File: config.mk
export PLATFORM = sky130hd
export DESIGN_NAME = uart_tx_stim
export DESIGN_NICKNAME = d
export VERILOG_FILES = /design/src/rtl/uart_tx_stim.sv
export SDC_FILE = /design/constraint.sdc
export NUM_CORES = 1
export LEC_CHECK = 0
export ABC_AREA = 1
export CAP_MARGIN = 0
export CORE_ASPECT_RATIO = 1.4
export CORE_MARGIN = 2
export CORE_UTILIZATION = 40
export CTS_BUF_LIST = sky130_fd_sc_hd__clkbuf_8 sky130_fd_sc_hd__clkbuf_16
export CTS_CLUSTER_SIZE = 24
export DETAILED_ROUTE_END_ITERATION = 10
export PLACE_DENSITY = 0.66
export SLEW_MARGIN = 20
export SYNTH_ARGS = -nofsm -noshare
export SYNTH_HDL_FRONTEND = slang
export SYNTH_SLANG_ARGS = --single-unit
export TNS_END_PERCENT = 50
File: constraint.sdc
create_clock -name io_clk -period 2.65 [get_ports io_clk]
set_clock_uncertainty 0.05 [all_clocks]
set_input_delay 0.53 -clock io_clk [delete_from_list [all_inputs] [get_ports io_clk]]
set_output_delay 0.53 -clock io_clk [all_outputs]
set_load 0.03 [all_outputs]
File: src/rtl/uart_tx_stim.sv
// UART frame generator: a byte FIFO feeds a frame FSM that drives a registered serial line.
// Optional parity, and per-byte parity-flip and framing-error injection.
module uart_tx_stim #(
  parameter int CLKS_PER_BIT = 3,
  parameter int DATA_BITS    = 8,
  parameter int PARITY       = 2,
  parameter int STOP_BITS    = 1,
  parameter int IDLE_BITS    = 1,
  parameter int FIFO_DEPTH   = 16
) (
  input  logic                          io_clk,
  input  logic                          io_nreset,
  input  logic                          io_enable,
  input  logic                          io_in_valid,
  output logic                          io_in_ready,
  input  logic [DATA_BITS-1:0]          io_in_payload_data,
  input  logic                          io_in_payload_flip_parity,
  input  logic                          io_in_payload_framing_err,
  output logic                          io_tx,
  output logic                          io_busy,
  output logic [$clog2(FIFO_DEPTH):0]   io_fifo_level,
  output logic [31:0]                   io_sent_count
);

  localparam int AW   = $clog2(FIFO_DEPTH);
  localparam int LW   = AW + 1;
  localparam int CW   = $clog2(CLKS_PER_BIT);
  localparam int MAXB = (DATA_BITS > IDLE_BITS)
                        ? ((DATA_BITS > STOP_BITS) ? DATA_BITS : STOP_BITS)
                        : ((IDLE_BITS > STOP_BITS) ? IDLE_BITS : STOP_BITS);
  localparam int BW   = $clog2(MAXB);
  localparam int EW   = DATA_BITS + 2;

  localparam logic [CW-1:0] CYC_LAST  = CW'(CLKS_PER_BIT - 1);
  localparam logic [BW-1:0] GAP_LAST  = BW'((IDLE_BITS > 0) ? IDLE_BITS - 1 : 0);
  localparam logic [BW-1:0] DATA_LAST = BW'(DATA_BITS - 1);
  localparam logic [BW-1:0] STOP_LAST = BW'(STOP_BITS - 1);

  typedef enum logic [2:0] {
    S_IDLE, S_GAP, S_START, S_DATA, S_PARITY, S_STOP
  } state_t;

  localparam state_t FIRST_STATE = (IDLE_BITS == 0) ? S_START : S_GAP;

  // FIFO
  logic [EW-1:0] mem [FIFO_DEPTH];
  logic [AW-1:0] wr_ptr, rd_ptr;
  logic [LW-1:0] level;
  logic          push, pop;
  logic [EW-1:0] head;

  assign io_in_ready = (level != LW'(FIFO_DEPTH));
  assign push        = io_in_valid & io_in_ready;
  assign head        = mem[rd_ptr];

  always_ff @(posedge io_clk) begin
    if (push)
      mem[wr_ptr] <= {io_in_payload_framing_err, io_in_payload_flip_parity, io_in_payload_data};
  end

  always_ff @(posedge io_clk or negedge io_nreset) begin
    if (!io_nreset) begin
      wr_ptr <= '0;
      rd_ptr <= '0;
      level  <= '0;
    end else begin
      if (push) wr_ptr <= wr_ptr + AW'(1);
      if (pop)  rd_ptr <= rd_ptr + AW'(1);
      case ({push, pop})
        2'b10:   level <= level + LW'(1);
        2'b01:   level <= level - LW'(1);
        default: level <= level;
      endcase
    end
  end

  // Frame FSM
  state_t                 state, state_d;
  logic [CW-1:0]          cyc_cnt, cyc_d;
  logic [BW-1:0]          bit_cnt, bit_d;
  logic [DATA_BITS-1:0]   data_q, data_sh;
  logic                   fp_q, fe_q;
  logic                   tx_q, tx_d;
  logic [31:0]            sent_q;
  logic                   bit_end, can_pop, launch, sent_inc, par_bit;

  assign bit_end = (cyc_cnt == CYC_LAST);
  assign can_pop = io_enable & (level != '0);
  assign par_bit = ((PARITY == 1) ? ~(^data_q) : (^data_q)) ^ fp_q;

  always_comb begin
    state_d  = state;
    cyc_d    = bit_end ? '0 : cyc_cnt + CW'(1);
    bit_d    = bit_cnt;
    launch   = 1'b0;
    sent_inc = 1'b0;
    unique case (state)
      S_IDLE: begin
        cyc_d  = '0;
        bit_d  = '0;
        launch = can_pop;
      end
      S_GAP: if (bit_end) begin
        if (bit_cnt == GAP_LAST) begin
          state_d = S_START;
          bit_d   = '0;
        end else begin
          bit_d = bit_cnt + BW'(1);
        end
      end
      S_START: if (bit_end) begin
        state_d = S_DATA;
        bit_d   = '0;
      end
      S_DATA: if (bit_end) begin
        if (bit_cnt == DATA_LAST) begin
          state_d = (PARITY != 0) ? S_PARITY : S_STOP;
          bit_d   = '0;
        end else begin
          bit_d = bit_cnt + BW'(1);
        end
      end
      S_PARITY: if (bit_end) begin
        state_d = S_STOP;
        bit_d   = '0;
      end
      S_STOP: if (bit_end) begin
        if (bit_cnt == STOP_LAST) begin
          // The end of the last stop bit doubles as the IDLE decision point,
          // so queued frames follow with no dead cycle.
          sent_inc = 1'b1;
          launch   = can_pop;
          state_d  = S_IDLE;
          bit_d    = '0;
        end else begin
          bit_d = bit_cnt + BW'(1);
        end
      end
      default: state_d = S_IDLE;
    endcase
    if (launch) begin
      state_d = FIRST_STATE;
      cyc_d   = '0;
      bit_d   = '0;
    end
  end

  assign pop = launch;

  // Line level is derived from the next state so io_tx comes straight from a flop.
  always_comb begin
    data_sh = data_q >> bit_d;
    tx_d    = 1'b1;
    unique case (state_d)
      S_START:  tx_d = 1'b0;
      S_DATA:   tx_d = data_sh[0];
      S_PARITY: tx_d = par_bit;
      S_STOP:   tx_d = ~(fe_q & (bit_d == '0));
      default:  tx_d = 1'b1;
    endcase
  end

  always_ff @(posedge io_clk or negedge io_nreset) begin
    if (!io_nreset) begin
      state   <= S_IDLE;
      cyc_cnt <= '0;
      bit_cnt <= '0;
      tx_q    <= 1'b1;
      sent_q  <= '0;
      data_q  <= '0;
      fp_q    <= 1'b0;
      fe_q    <= 1'b0;
    end else begin
      state   <= state_d;
      cyc_cnt <= cyc_d;
      bit_cnt <= bit_d;
      tx_q    <= tx_d;
      if (sent_inc) sent_q <= sent_q + 32'd1;
      if (pop) {fe_q, fp_q, data_q} <= head;
    end
  end

  assign io_tx         = tx_q;
  assign io_busy       = (state != S_IDLE) | (level != '0);
  assign io_fifo_level = level;
  assign io_sent_count = sent_q;

endmodule

# == Word level (Yosys, flattened, before mapping) ==
# Memory sizes are Yosys's and may differ from the RTL's. A register that Yosys moved wholly into a read port is not among the register bits.
# Index checks and enable logic that the tools add are counted.
# totals
elab_cells,77
register_bits,54
mem_count,1
input_bits,14
ram_bits,160
out_inout_bits,40
# mem_list
name,depth,word_bits,read_ports,rd_clocked_by_memory_dff,write_ports,line_no,source
mem,16,10,1,1,1,46,logic [EW-1:0] mem [FIFO_DEPTH];
# op_classes
n_addsub,7
bitwise_logic,6
n_reduce_logical,10
n_eq_ne,14
mux,30
shift,1
# ops
cell,n
3-bit 2-to-1 mux,15
32-bit by 1-bit adder with 32-bit output (second input constant),1
3-bit one-hot mux with 6 select lines,1
3-bit == test (second input constant),5
3-bit by 2-bit == test with 1-bit output (second input constant),4
3-bit one-hot mux with 4 select lines,1
5-bit one-hot mux with 2 select lines,1
3-bit zero test,3
4-bit by 1-bit adder with 4-bit output (second input constant),2
8-bit XOR reduction,1
8-bit by 3-bit right shift with 1-bit output,1
1-bit 2-to-1 mux,7
2-bit 2-to-1 mux,3
5-bit by 1-bit adder with 5-bit output (second input constant),1
5-bit inequality test (second input constant),1
5-bit nonzero test,1
5-bit by 1-bit subtractor with 5-bit output (second input constant),1
2-bit == test (second input constant),2
1-bit one-hot mux with 4 select lines,1
2-bit OR reduction,2
3-bit by 1-bit adder with 3-bit output (second input constant),1
1-bit bitwise AND,3
3-bit by 1-bit == test with 1-bit output (second input constant),1
3-bit nonzero test,1
8 further kinds,8

# == Logic depth before layout (Yosys ltp) ==
# Gate-level depths: netlist of the first run.
# depth
depth_word,10
ltp_mapped,20
ltp_nobuf,19

# == Worst setup path after synthesis of the first run ==
# No wires, ideal clock.
# synth_path
path_type,register to register
from,reg bit_cnt[0]
to,"reg level[4], in the netlist io_fifo_level[4]"
t_required_ns,2.520
slack_ns,-0.246
arrival_time_ns,2.766
period_less_slack_ns,2.896
stages_incl_launch_ff,21
setup_time_ns,0.080
path_buffers,1
cell_sequence,dfrtp_1 > inv_1 > ha_1 > inv_1 > nor2_1 > nand2_2 > nor2_4 > o211ai_1 > inv_2 > buf_2 > ha_1 > inv_1 > fa_1 > inv_1 > a21oi_1 > nor2_1 > nor2_1 > nand2_1 > nand2_1 > nor2_1 > xor2_1
# synth_via
elab_chain_cells,6
elab_cells_between_ends,8
classes_between,2 x eq/ne; 4 x mux; 2 x reduce/logical
# synth_rtl
element,line_no,source
from (decl),80,"logic [BW-1:0] bit_cnt, bit_d;"
from (signal assigned),176,bit_cnt <= bit_d;
3-bit zero test (*),128,if (bit_cnt == STOP_LAST) begin
1-bit 2-to-1 mux (*),128,
1-bit 2-to-1 mux (*),127,S_STOP: if (bit_end) begin
1-bit one-hot mux with 2 select lines (*),97,unique case (state)
net launch,85,"logic bit_end, can_pop, launch, sent_inc, par_bit;"
2-bit by 1-bit == test with 1-bit output / 2-bit == test (equally long branches),69,"case ({push, pop})"
5-bit one-hot mux with 2 select lines / 2-bit nonzero test (equally long branches),-,
to (signal assigned),70,2'b10: level <= level + LW'(1);
to (signal assigned),71,2'b01: level <= level - LW'(1);
to (signal assigned),72,default: level <= level;
to (decl),48,logic [LW-1:0] level;
# Mark *: on every way through the listed nets, which the timed path passes. The rest lies on a longest branch.
# A chain may end at the register's enable or synchronous reset.

# == Worst setup path in the final report of the first run ==
# layout_path
from,reg bit_cnt[1]
to,"reg level[4], in the netlist io_fifo_level[4]"
# layout_via
elab_chain_cells,6
elab_cells_between_ends,8
classes_between,2 x eq/ne; 4 x mux; 2 x reduce/logical
# layout_rtl
element,line_no
3-bit zero test (*),128
1-bit 2-to-1 mux (*),128
1-bit 2-to-1 mux (*),127
1-bit one-hot mux with 2 select lines (*),97
2-bit by 1-bit == test with 1-bit output / 2-bit == test (equally long branches),69
5-bit one-hot mux with 2 select lines / 2-bit nonzero test (equally long branches),-
# Every way passes the cells marked *; elsewhere a longest branch is shown, timed or not.

==> results of run 1 <==
-- layout by cell type, fill, tap and decap left out, types with 7 or more instances in the layout --
cell and count:
edfxtp_1 160, o221ai_1 26, dfrtp_1 62, clkdlybuf4s50_1 50, o22ai_1 15, nor2_1 127, xor2_1 28, o21ai_0 94
nand2_1 83, inv_1 58, ha_1 11, clkbuf_16 23, nor3_1 12, xnor2_1 17, inv_2 9, o211ai_1 17
nand4_1 8, nor2_4 7, buf_4 31, a31oi_1 10, nand3_1 38
-- power groups by stage --
stage / Sequential (W) / Combinational [W] / Clock, W
final: 0.00460 / 0.00368 / 0.00331
after global routing: 0.00466 / 0.00414 / 0.00352
after CTS: 0.00461 / 0.00369 / 0.00337
after detailed placement: 0.00467 / 0.00367 / 0
after global placement: 0.00466 / 0.00359 / 0
after floorplan: 0.00460 / 0.00249 / 0
-- cells by family after synthesis --
| family | Yosys count |
|---|---|
| and+or+nand+nor | 296 |
| DFF | 224 |
| AOI/OAI and AO/OA | 168 |
| buffers and inverters | 97 |
| xor gates and xnor gates | 45 |
| adders and majority gates | 14 |
-- synthesized netlist by cell type, types with 2 or more instances --
| library cell | number |
|---|---|
| nand3_2 | 2 |
| nor2_2 | 2 |
| o221ai_1 | 26 |
| o21ai_0 | 94 |
| nand2_1 | 83 |
| inv_2 | 5 |
| nand3_1 | 38 |
| clkbuf_1 | 31 |
| nor2_4 | 7 |
| a31oi_1 | 10 |
| nand2_2 | 5 |
| inv_1 | 57 |
| xor2_1 | 28 |
| nor3_2 | 2 |
| nor2_1 | 128 |
| a21oi_1 | 5 |
| dfrtp_1 | 63 |
| o22ai_1 | 15 |
| nand4_1 | 8 |
| ha_1 | 13 |
| o211ai_1 | 17 |
| edfxtp_1 | 160 |
| nor3_1 | 12 |
| buf_2 | 2 |
| nor4_1 | 2 |
| xnor2_1 | 17 |
-- metrics by stage --
step	hold WS, ns	cells
3_5_place_dp	0.323	1204
5_1_grt	0.364	1249
2_1_floorplan	0.184	844
6_report	0.323	1249
3_3_place_gp	0.314	1204
4_1_cts	0.317	1246
-- worst max-delay path by stage --
stage	startpoint	to	slack [ns]	depth (start not counted)
floorplan	bit_cnt[0]	io_fifo_level[4]	-0.04	20
global placement	io_enable	io_fifo_level[4]	0.15	14
detailed placement	bit_cnt[0]	io_fifo_level[4]	0.11	19
CTS	state[1]	io_busy	0.02	5
global route	bit_cnt[0]	io_fifo_level[4]	-0.04	19
finish	bit_cnt[1]	io_fifo_level[4]	0.18	19
-- state kept, by name, summed over array words and instances (netlist names) --
register       count
rd_ptr             4
state              3
io_tx              1
wr_ptr             4
io_sent_count     32
data_q             8
fp_q               1
io_fifo_level      5
bit_cnt            3
mem              160
cyc_cnt            2
fe_q               1
-- critical path: stages, from the launching register on --
cell,delay [ns]
dfrtp_1,0.39
inv_2,0.09
ha_4,0.14
inv_1,0.04
nor2_2,0.11
nand2_2,0.10
nor2_4,0.10
o211ai_1,0.12
inv_2,0.10
ha_4,0.15
inv_2,0.05
fa_2,0.33
inv_2,0.07
a21oi_1,0.06
nor2_1,0.09
nor2_1,0.06
nand2_1,0.05
nand2_1,0.05
nor2_1,0.11
xor2_1,0.15
-- layer usage --
metal	up-vias	routed length [um]	global-route usage (%)
met5	-	0	0
met1	3243	8550	20.5
li1	3142	-	-
met3	53	1000	2.07
met4	0	673	6.09
met2	194	11400	31.5
-- final cells by class --
cell class,count,area share [%]
clock inverter,16,1.49
clock buffer,25,5.18
sequential,224,55.1
inverter,62,2.00
timing repair buffer,89,7.33
tap,310,3.33
multi-input combinational,523,25.6
-- repair_timing --
action	in CTS	in global routing
resized for setup	0	2
buffers inserted	0	3
hold endpoints to repair	5	0
endpoints found under the setup margin	0	4
hold buffers	1	0
==> impl_metrics.toml, run 1 <==
[global_route]
grt_max_degree = 78
grt_pass1_vias = 6648
grt_pass1_wl_um = 34700
antenna_found_initial = 0
grt_use_total_pct = 17.2
overflow = 0

[yosys]
synth_top_family_by_area = "simple AND/OR/NAND/NOR gates"
synth_edf_count = 160
syn_nets = 872
synth_compound_area_share_pct = 10.4
synth_area_leaders = "edfxtp_1 (49%), dfrtp_1 (16%), nor2_1 (4.9%), o21ai_0 (4.8%), nand2_1 (3.2%)"
yosys.area.top_type = "edfxtp_1"
synthMuxAreaShare_pct = 0
seq_area_frac_synth_pct = 65.8
synthAdderAreaFrac_pct = 1.88
ys_warn_count = 0
ys_ff_latch = 224
async_flop_share_pct = 28.6
dominantRegCellSynth = "edfxtp_1"
synth.avg_cell_area_um2 = 11.5
yosys.area.top_type_share_pct = 49.4
synth_simple_gate_area_share_pct = 14.0
synthCells = 844
synth_xor_area_share_pct = 4.05
synth.distinct_cells = 38
syn-cell-area_um2 = 9730

[drt]
firstDrtPassIters = 5
drtIter0Drc = 513
drt-total-wl_um = 21600
wire_per_inst_um = 17.3
drc = 0
vias = 6632
post_drt_via_cell_ratio = 5.31
postRouteAntennaNets = 0

[min_path]
hold_path.class = "in2async"

[finish]
drive_gt1_share_pct = 11.5
final-seq-area_um2 = 6410
nFillCells = 2130
fin_area_um2 = 11600
multiInputGateArea_um2 = 2980
antenna_cells = 0
syn2layout_area_growth_pct = 19.6
final_util_pct = 48.7
fin_nets = 951

[setup_path]
critical_path_class = "reg2reg"
rr_endpoint = "io_fifo_level[4]"
required_ns = 3.04
r2r_start = "bit_cnt[1]"
cp_max_fo = 4
reg2reg_slack_ns = 0.18
endpoint_kind = "flip-flop"
cp-start-kind = "flip-flop"
arrival_ns = 2.86
reg2reg_depth = 19

[power]
combPwrFrac_pct = 31.8
power.density_nw_per_um2 = 996
p_sw_share_pct = 34.8
total_power_w = 0.0116
p_switching_w = 0.00403
peakVddDrop_uv = 578
seqPwrFrac_pct = 39.7
p_int_w = 0.00756
p_leak_nw = 4.36
p_clk_share_pct = 28.5

[place]
hpwl_um = 14300
placed_area_um2 = 10800
gp_congestion = 0.835
pre_cts_ws_ns = 0.111
port_buffers = 53

[floorplanning]
start_util_pct = 40.7
die_x_um = 136
io_pins = 54
core_area_um2 = 23900
rows = 67
dieArea_um2 = 25600
die_h_um = 189

[timing]
setup_ws_ns = 0.182
min_period_over_period_pct = 93.1
rsz0062_at_grt = "true"
post-route-min-period_ns = 2.47
worst_pin_slew_ns = 0.577
finalHoldViolations = 0
fmax_mhz = 405
slew_headroom_pct = 61.4
slew_viol_final = 0
setup_viol = 0
fin_setup_tns_ns = 0

[clocking]
cts_root_buf = "clkbuf_16"
cts_tree = "built"
clkSlewWorstSetupHoldPaths_ns = 0.06
clkLatencyLatePin_ns = 0.51
cts_buffers = 23
cts_max_level = 1
cts.sinks = 224
clockBufferDepth = 3

[run]
cap_violations = 0

[outcome]
status = "complete, no violations"
Power figures use the tool's default switching activity.
==> run 2: changes to the inputs <==
Settings changed: PLACE_DENSITY 0.66 to 0.64.
Clock period 2.65 ns to 3 ns, I/O delays scaled along.
==> run 2 against run 1 <==
  * Fmax down 8.1%
  * Wire length decreased by 0.21%
  * Sequential power shrank 13%
  * First-iteration DRC count shrank 23%
  * Core utilization decreased by 0.27 points
  * Combinational power down 13%
  * Setup slack better by 0.13 ns
  * Power down 13%
  * Flip-flop and latch count stayed put
  * Global-route usage is essentially flat
  * Hold slack gained 0.096 ns
  * Register-to-register slack improved by 0.13 ns
  * Highest routed layer unchanged
==> impl_metrics.toml, run 2 (synthesis gave the netlist of run 1 again) <==
[finish]
antenna_cells = 0
largest_reg_flops = 160
fin_nets = 949
nFillCells = 2167
layout_commonest_cell = "edfxtp_1"
drive_gt1_share_pct = 10.8
syn2layout_area_growth_pct = 18.9
regMostFlops = "mem"
final_cell_mix = "edfxtp_1 (160), nor2_1 (127), o21ai_0 (94), nand2_1 (83), inv_1 (63)"

[power]
power.density_nw_per_um2 = 870
p_leak_nw = 4.34
peakVddDrop_uv = 503

[clocking]
cts_max_level = 1
cts_tree = "built"
cts_buffers = 24
clkLatencyLatePin_ns = 0.51
cts.sinks = 224
cts_root_buf = "clkbuf_16"
clkSlewWorstSetupHoldPaths_ns = 0.06
clockBufferDepth = 3

[timing]
worst_pin_slew_ns = 0.833
setup_viol = 0
slew_headroom_pct = 44.5
setup_ws_ns = 0.313
post-route-min-period_ns = 2.69
slew_viol_final = 0
rsz0062_at_grt = "false"
finalHoldViolations = 0
fmax_mhz = 372
min_period_over_period_pct = 89.6
fin_setup_tns_ns = 0

[min_path]
whs_path_depth = 1
hold_path.class = "reg2reg"

[place]
pre_cts_ws_ns = 0.201
port_buffers = 53
hpwl_um = 14100
gp_congestion = 0.841

[setup_path]
critical-path-top-delay-family = "simple AND/OR/NAND/NOR gates"
reg2reg_depth = 19
cp_max_fo = 4
max_stage_delay_ns = 0.40
worst-path-stages = 19
path_common_cell = "inv_1"
critical_path_class = "reg2reg"
required_ns = 3.38
cp-start-kind = "flip-flop"
cp_num_buf_inv = 5
endpoint_kind = "flip-flop"
path_cells = "inv_1, ha_1, inv_1, nor2_2, nand2_2, nor2_4, o211ai_1, inv_2, ha_4, inv_1, fa_1, inv_1, a21oi_1, nor2_1, nor2_1, nand2_1, nand2_1, nor2_1, xor2_1"
critical-path-slowest-cell = "dfrtp_1"
arrival_ns = 3.06

[drt]
postRouteAntennaNets = 0
vias = 6512
drt-total-wl_um = 21600
post_drt_via_cell_ratio = 5.21
firstDrtPassIters = 4
drc = 0
drtIter0Drc = 396
wire_per_inst_um = 17.3

[global_route]
grt_max_degree = 83
grt_use_total_pct = 17.2
grt_pass1_vias = 6488
overflow = 0
grt_pass1_wl_um = 34500
antenna_found_initial = 0

[outcome]
status = "complete, no violations"

[floorplanning]
dieArea_um2 = 25600
start_util_pct = 40.7
io_pins = 54
die_h_um = 189
core_area_um2 = 23900
rows = 67
die_x_um = 136

[run]
cap_violations = 0
[run 2: per-layer routing]
metal	up-vias	GRT usage [%]	share of wire, %
li1	3150	-	-
met1	3160	21.0	40
met2	173	31.0	53
met3	29	2.77	5.6
met4	0	4.77	1.6
met5	-	0	0
[run 2: layout make-up]
cell class                      count  area [um^2]  share of cell area, %
Tap cell                          310          388                   3.35
Clock buffer                       25          626                   5.40
Clock inverter                     19          141                   1.22
Sequential cell                   224         6410                   55.4
Timing Repair Buffer               86          813                   7.03
Inverter                           62          233                   2.01
Multi-Input combinational cell    523         2970                   25.6
[run 2: report_power, final]
group | leakage (nW) | switching (W) | internal, W
Clock | 0.402 | 0.00117 | 0.00168
Combinational | 1.67 | 0.00211 | 0.00109
Sequential | 2.26 | 0.000269 | 0.00375
Total | 4.34 | 0.00356 | 0.00652
[run 2: what timing repair did]
action                                 4_1_cts  5_1_grt
setup endpoints to repair                    0        1
hold buffers                                 1        0
resized for setup                            0        3
setup buffers                                0        1
endpoints found under the hold margin       17        0
[run 2: path summary, 6_finish.rpt]
check	startpoint	endpoint	slack, ns
max reg2reg	bit_cnt[1]	io_fifo_level[4]	0.31
max	bit_cnt[1]	io_fifo_level[4]	0.31
min	io_sent_count[31]	io_sent_count[31]	0.42
min reg2reg	io_sent_count[31]	io_sent_count[31]	0.42
max in group asynchronous	io_nreset	io_tx	1.69
min in group asynchronous	io_nreset	io_sent_count[12]	0.52
[run 2: metrics by stage]
step / instances / hold slack, ns / total power, W / cell area, um^2 / utilization, %
after floorplan: 844 / 0.254 / 0.00623 / 9730 / -
after global placement: 1203 / 0.408 / 0.00721 / 10800 / 45.1
after detailed placement: 1203 / 0.423 / 0.00728 / 10800 / 45.1
after CTS: 1248 / 0.431 / 0.0102 / 11600 / 48.4
after global routing: 1249 / 0.460 / 0.0107 / 11600 / 48.5
final: 1249 / 0.418 / 0.0101 / 11600 / 48.5
